<file path="src/rtl/tt_ternary_pkg.sv">
// Shared ternary-array definitions for the weight loader and unloader.
// Holds array size defaults, weight encoding and the unload state enum.
package tt_ternary_pkg;

    // Default array geometry: rows per column and number of columns.
    localparam int DEF_MAX_IN_LEN  = 16;
    localparam int DEF_MAX_OUT_LEN = 8;

    // Width of one output beat (one bit per row).
    localparam int OUT_W = 16;

    // One ternary weight as stored in the array.
    typedef logic signed [1:0] tern_t;

    // Weight codes as held in the array.
    localparam tern_t TERN_ZERO = 2'b00;
    localparam tern_t TERN_POS  = 2'b01;
    localparam tern_t TERN_NEG  = 2'b10;

    // Unload sequencer states.
    typedef enum logic [1:0] {
        ST_IDLE,
        ST_MSB,
        ST_LSB,
        ST_DONE
    } unload_state_e;

    // Pick the bit of a weight shown in the given phase (0 = MSB, 1 = LSB).
    function automatic logic tern_bit(tern_t w, logic phase);
        return phase ? w[0] : w[1];
    endfunction

endpackage

</file>
<file path="src/rtl/tt_unload_beat_mux.sv">
// Combinational beat builder: column select, phase bit select, row mask.
// Rows above the last requested row read as zero.
module tt_unload_beat_mux
    import tt_ternary_pkg::*;
#(
    parameter int MAX_IN_LEN  = DEF_MAX_IN_LEN,
    parameter int MAX_OUT_LEN = DEF_MAX_OUT_LEN
) (
    input  tern_t [MAX_IN_LEN-1:0][MAX_OUT_LEN-1:0] weights,
    input  logic  [2:0]                             col,
    input  logic                                    phase,
    input  logic  [3:0]                             last_row,
    output logic  [OUT_W-1:0]                       beat
);

    localparam int ROWS = (MAX_IN_LEN < OUT_W) ? MAX_IN_LEN : OUT_W;

    // Gather one bit of the selected column from every enabled row.
    always_comb begin
        beat = '0;
        for (int i = 0; i < ROWS; i++) begin
            if ((i <= int'(last_row)) && (int'(col) < MAX_OUT_LEN)) begin
                beat[i] = tern_bit(weights[i][col], phase);
            end
        end
    end

endmodule

</file>
<file path="src/rtl/tt_um_unload.sv">
// Ternary weight array unloader: streams MSB/LSB beats per column.
// Define UNLOAD_PARITY_EN to add a registered parity output uo_parity.
module tt_um_unload
    import tt_ternary_pkg::*;
#(
    parameter int MAX_IN_LEN  = DEF_MAX_IN_LEN,
    parameter int MAX_OUT_LEN = DEF_MAX_OUT_LEN
) (
    input  logic                                    clk,
    input  logic                                    rst_n,
    input  logic                                    ena,
    input  logic  [6:0]                             ui_param,
    input  tern_t [MAX_IN_LEN-1:0][MAX_OUT_LEN-1:0] ui_weights,
    input  logic                                    ui_ready,
    output logic  [OUT_W-1:0]                       uo_output,
    output logic                                    uo_valid,
    output logic                                    uo_phase,
`ifdef UNLOAD_PARITY_EN
    output logic                                    uo_done,
    output logic                                    uo_parity
`else
    output logic                                    uo_done
`endif
);

    unload_state_e    state_q, state_d;
    logic [2:0]       count_q, count_d;
    logic [3:0]       row_q, row_d;
    logic [2:0]       col_last_q, col_last_d;
    logic             ena_q;
    logic [OUT_W-1:0] out_q, out_d;
    logic             valid_q, valid_d;
    logic             phase_q, phase_d;
    logic             done_q, done_d;
    logic             beat_load;
    logic             accept;
    logic [OUT_W-1:0] beat;

    assign accept = valid_q & ui_ready;

    // Beat for the state being entered, built from next-cycle selectors.
    tt_unload_beat_mux #(
        .MAX_IN_LEN (MAX_IN_LEN),
        .MAX_OUT_LEN(MAX_OUT_LEN)
    ) u_mux (
        .weights (ui_weights),
        .col     (count_d),
        .phase   (state_d == ST_LSB),
        .last_row(row_d),
        .beat    (beat)
    );

    // Next-state and output control; ena low aborts any active dump.
    always_comb begin
        state_d    = state_q;
        count_d    = count_q;
        row_d      = row_q;
        col_last_d = col_last_q;
        valid_d    = valid_q;
        phase_d    = phase_q;
        done_d     = 1'b0;
        beat_load  = 1'b0;
        unique case (state_q)
            ST_IDLE: begin
                valid_d = 1'b0;
                phase_d = 1'b0;
                if (ena && !ena_q) begin
                    row_d      = ui_param[6:3];
                    col_last_d = ui_param[2:0];
                    count_d    = '0;
                    state_d    = ST_MSB;
                    valid_d    = 1'b1;
                    beat_load  = 1'b1;
                end
            end
            ST_MSB: begin
                if (!ena) begin
                    state_d = ST_IDLE;
                    valid_d = 1'b0;
                    phase_d = 1'b0;
                    count_d = '0;
                end else if (accept) begin
                    state_d   = ST_LSB;
                    phase_d   = 1'b1;
                    beat_load = 1'b1;
                end
            end
            ST_LSB: begin
                if (!ena) begin
                    state_d = ST_IDLE;
                    valid_d = 1'b0;
                    phase_d = 1'b0;
                    count_d = '0;
                end else if (accept) begin
                    if (count_q < col_last_q) begin
                        count_d   = count_q + 3'd1;
                        state_d   = ST_MSB;
                        phase_d   = 1'b0;
                        beat_load = 1'b1;
                    end else begin
                        state_d = ST_DONE;
                        valid_d = 1'b0;
                        phase_d = 1'b0;
                        done_d  = 1'b1;
                    end
                end
            end
            ST_DONE: begin
                state_d = ST_IDLE;
                valid_d = 1'b0;
                count_d = '0;
            end
            default: begin
                state_d = ST_IDLE;
                valid_d = 1'b0;
                phase_d = 1'b0;
            end
        endcase
    end

    // Output data: load a new beat, hold under backpressure, else zero.
    always_comb begin
        out_d = '0;
        if (valid_d) begin
            out_d = beat_load ? beat : out_q;
        end
    end

    // State, counters, latched dump shape and registered outputs.
    always_ff @(posedge clk or negedge rst_n) begin
        if (!rst_n) begin
            state_q    <= ST_IDLE;
            count_q    <= '0;
            row_q      <= '0;
            col_last_q <= '0;
            ena_q      <= 1'b0;
            out_q      <= '0;
            valid_q    <= 1'b0;
            phase_q    <= 1'b0;
            done_q     <= 1'b0;
        end else begin
            state_q    <= state_d;
            count_q    <= count_d;
            row_q      <= row_d;
            col_last_q <= col_last_d;
            ena_q      <= ena;
            out_q      <= out_d;
            valid_q    <= valid_d;
            phase_q    <= phase_d;
            done_q     <= done_d;
        end
    end

    assign uo_output = out_q;
    assign uo_valid  = valid_q;
    assign uo_phase  = phase_q;
    assign uo_done   = done_q;

`ifdef UNLOAD_PARITY_EN
    logic parity_q;

    // Parity tracks the beat register; zero whenever no beat is held.
    always_ff @(posedge clk or negedge rst_n) begin
        if (!rst_n) begin
            parity_q <= 1'b0;
        end else begin
            parity_q <= ^out_d;
        end
    end

    assign uo_parity = parity_q;
`endif

endmodule
</file>
<file path="config.mk">
export PLATFORM = sky130hd
export DESIGN_NAME = tt_um_unload
export DESIGN_NICKNAME = d
export VERILOG_FILES = /design/src/rtl/tt_ternary_pkg.sv /design/src/rtl/tt_unload_beat_mux.sv /design/src/rtl/tt_um_unload.sv
export SDC_FILE = /design/constraint.sdc
export NUM_CORES = 1
export LEC_CHECK = 0
export ABC_AREA = 1
export CAP_MARGIN = 40
export CORE_MARGIN = 1.5
export CORE_UTILIZATION = 37
export CTS_CLUSTER_SIZE = 25
export DETAILED_ROUTE_END_ITERATION = 6
export PLACE_DENSITY = 0.86
export SYNTH_ARGS = -nofsm -noshare
export SYNTH_HDL_FRONTEND = slang
export SYNTH_SLANG_ARGS = --single-unit
</file>
<file path="constraint.sdc">
create_clock -name clk -period 2.4 [get_ports clk]
set_input_delay 0.24 -clock clk [delete_from_list [all_inputs] [get_ports clk]]
set_output_delay 0.24 -clock clk [all_outputs]
set_load 0.01 [all_outputs]
</file>
==> metrics <==
result of the run finished, final reports clean; Unique masters post-synth 30; estimated wirelength of the detail-placed design 16.5 mm; Sw Share 0.512; met3 usage 0.0757; Die Y-Extent 112 um; wire length per cell after detailed routing 18.8 um; clock root buffer sky130_fd_sc_hd__clkbuf_16; clock latency at the later pin of the worst-skew pair 280 ps; power per standard cell area 980 mW/mm^2; kind of launch point of the worst setup path flop; core region area 0.0115 sq mm; path depth of the worst reg2reg path 16; Avg Synthesized Cell Area 5.76 sq um; worst reg2reg startpoint count_q[2]; main flop type after synthesis sky130_fd_sc_hd__dfrtp_1; diode count 0; final clock period utilization by the worst path 0.992; most frequent cells in the layout sky130_fd_sc_hd__nand3_1 (349), sky130_fd_sc_hd__clkdlybuf4s50_1 (285), sky130_fd_sc_hd__nand2_1 (182); Worst-Margin Slew 417 ps; Setup CP Type reg -> reg; Die Wd 112 um; wire length of the first global-routing pass 32.8 mm; share of the synthesized area in the top cell type 0.425; DRC 0; antenna violations before repair 0; total power after layout 0.00812 W; number of maximum-capacitance constraint violations 0; placed instance count 1174; global router's overall resource usage 0.328; endpoint of the worst setup timing path uo_output[7]; fmax 420 MHz; number of standard cells after synthesis 760; clock tree from TritonCTS built; most common cell after layout, fill and taps aside sky130_fd_sc_hd__nand3_1; first-iteration detailed-routing DRC count 668; Setup crit start count_q[2]; crit path time final 2380 ps; required time of the critical path 2570 ps; Final Skew 3.06 ps; net count of the finished layout 1325; Bufs on Longest Clock Path 2; Max-slew headroom 0.722; flop2flop setup slack 20 ps; unrepaired setup endpoints after global routing yes; area growth from synthesis to layout 89.4%; number of clock buffers inserted by TritonCTS 5; reported net switching power 0.00416 W; worst min path class in -> async; share of flip-flops with an asynchronous set or reset after synthesis 1.00; final instance count without filler cells 1195; sequential cell fraction of total power 0.090; met1 routing resource usage after global routing 0.402; Max H-tree Level 2; routed wire length 22.5 mm; number of nets with antenna violations after routing 0; global route total overflow 0; starting density of the core 0.382; routed vias 6867; share of power burned in combinational logic 0.812; Post-synth EDFFs 0; post-synthesis sequential area ratio 0.183; GRT busiest layer met2; power share of the clock group 0.098; capturing point of the worst reg2reg path uo_output[7]; standard-cell rows 39; Syn Nets 1034; clock slew at the register clock pins of the worst setup and hold paths 60 ps; total of warnings raised by yosys 0; maximum number of pins on one net before global-route repair 56; Internal 0.00396 W; layout cells sized above 1 0.133; TritonRoute pass-1 iters 6; endpoint arrival time on the critical path 2550 ps; final count of pins violating max slew 0; post-synthesis cell type with the largest combined area sky130_fd_sc_hd__nand3_1; endpoints failing hold 0; Top Ports 286; endpoint type of the worst setup path flop; worst IR drop on VDD 874 uV; Die Area 0.0125 sq mm; total setup violations reported at the end of the flow 0; largest driver fanout on the critical path 6; gp weighted congestion 0.946; Mapped Area 0.00438 sq mm; clock sink count 32; Worst Hold Margin 347 ps; biggest area contributors in the synthesized netlist sky130_fd_sc_hd__nand3_1 (43%), sky130_fd_sc_hd__dfrtp_1 (18%), sky130_fd_sc_hd__nand2_1 (16%); leakage power of the design 3.67 nW; Via density 5.75; via count of the first global-routing pass 6472; Port-buffer cells 285; CTS Hold Buffers Added 0; number of synthesized register bits 32; grt met2 use 0.558
==> how the worst min path moves through the flow <==
stage / slack [ps] / from / to / cells past startpoint
6_report: 350 / rst_n / ena_q / 2
5_1_grt: 410 / rst_n / ena_q / 2
4_1_cts: 370 / rst_n / ena_q / 2
3_5_place_dp: 470 / uo_output[2] / uo_output[2] / 2
3_3_place_gp: 460 / uo_output[2] / uo_output[2] / 2
2_1_floorplan: -60 / rst_n / col_last_q[0] / 0
==> registers in the layout (all words and copies together), names as in the netlist <==
| signal | count |
|---|---|
| uo_done | 1 |
| uo_output | 16 |
| col_last_q | 3 |
| uo_valid | 1 |
| state_q | 2 |
| count_q | 3 |
| ena_q | 1 |
| row_q | 4 |
| uo_phase | 1 |
==> worst max-delay path, cell delays in order (launching register included) <==
cell                      delay [ps]
sky130_fd_sc_hd__dfrtp_1         410
sky130_fd_sc_hd__ha_4            300
sky130_fd_sc_hd__nand2_1          70
sky130_fd_sc_hd__inv_2            70
sky130_fd_sc_hd__nand2_4          60
sky130_fd_sc_hd__nand3_4          70
sky130_fd_sc_hd__buf_4           120
sky130_fd_sc_hd__a21oi_4          50
sky130_fd_sc_hd__buf_4           140
sky130_fd_sc_hd__a21oi_4         160
sky130_fd_sc_hd__buf_12          170
sky130_fd_sc_hd__buf_12          120
sky130_fd_sc_hd__nand3_1          90
sky130_fd_sc_hd__nand3_1         100
sky130_fd_sc_hd__nand3_1         150
sky130_fd_sc_hd__nand3_1         130
sky130_fd_sc_hd__nand2_1          60
==> per-layer routing <==
| layer | share of wire | vias up |
|---|---|---|
| met5 | 0 | - |
| met4 | 0.047 | 0 |
| met3 | 0.098 | 87 |
| met2 | 0.48 | 418 |
| met1 | 0.38 | 3160 |
| li1 | - | 3202 |
==> timing repair <==
| item | 4_1_cts | 5_1_grt |
|---|---|---|
| cloned | 1 | 7 |
| setup endpoints to repair | 15 | 16 |
| pin swaps | 1 | 7 |
| buffers inserted | 1 | 5 |
| gates resized for setup | 4 | 38 |
==> Yosys cell counts, types with 2 or more instances <==
master	n
sky130_fd_sc_hd__buf_4	14
sky130_fd_sc_hd__ha_1	7
sky130_fd_sc_hd__inv_2	16
sky130_fd_sc_hd__o21ai_1	2
sky130_fd_sc_hd__buf_1	3
sky130_fd_sc_hd__nand2_2	5
sky130_fd_sc_hd__nand4_1	3
sky130_fd_sc_hd__nor2_4	3
sky130_fd_sc_hd__a21oi_4	4
sky130_fd_sc_hd__nor2_2	2
sky130_fd_sc_hd__dfrtp_1	32
sky130_fd_sc_hd__a21oi_1	12
sky130_fd_sc_hd__buf_2	38
sky130_fd_sc_hd__o21ai_0	10
sky130_fd_sc_hd__nor2_1	12
sky130_fd_sc_hd__inv_1	18
sky130_fd_sc_hd__buf_6	2
sky130_fd_sc_hd__o21ai_2	3
sky130_fd_sc_hd__nand2_1	183
sky130_fd_sc_hd__clkbuf_1	8
sky130_fd_sc_hd__or2_2	3
sky130_fd_sc_hd__nand3_1	372
==> power by group through the flow <==
stage | Combinational, W | Clock (W) | Sequential (W)
2_1_floorplan | 0.00372 | 0 | 0.000717
3_3_place_gp | 0.00575 | 0 | 0.000721
3_5_place_dp | 0.00581 | 0 | 0.000725
4_1_cts | 0.00586 | 0.000790 | 0.000722
5_1_grt | 0.00714 | 0.000815 | 0.000739
6_report | 0.00659 | 0.000797 | 0.000730
==> final cells by class <==
type	instances	area, sq um
inverters	34	135
flip-flops and latches	32	801
well taps	143	179
repair buffers	349	3730
clock inverters	1	30.0
clock buffers	7	153
multi-input cells	629	3260
fillers	951	3180
==> per-stage QoR <==
step / TNS (ps) / setup slack [ps] / util / area (sq um)
after floorplan: 0 / 305 / - / 4380
after global placement: -9.63 / -5.95 / 0.668 / 7650
after detailed placement: -735 / -91.8 / 0.668 / 7650
after CTS: 0 / 2.96 / 0.689 / 7910
after global routing: -1040 / -90.7 / 0.723 / 8290
final: 0 / 19.1 / 0.723 / 8290
==> logic make-up (layout without fill, tap and decap cells) <==
| logic type | after synthesis | in the layout | synth area share |
|---|---|---|---|
| AOI/OAI and AO/OA | 34 | 34 | 0.0535 |
| adders and majority gates | 7 | 7 | 0.0200 |
| buffers and inverters | 99 | 391 | 0.111 |
| DFF | 32 | 32 | 0.183 |
| and+or+nand+nor | 588 | 588 | 0.632 |
(Power assumes the default switching activity.)
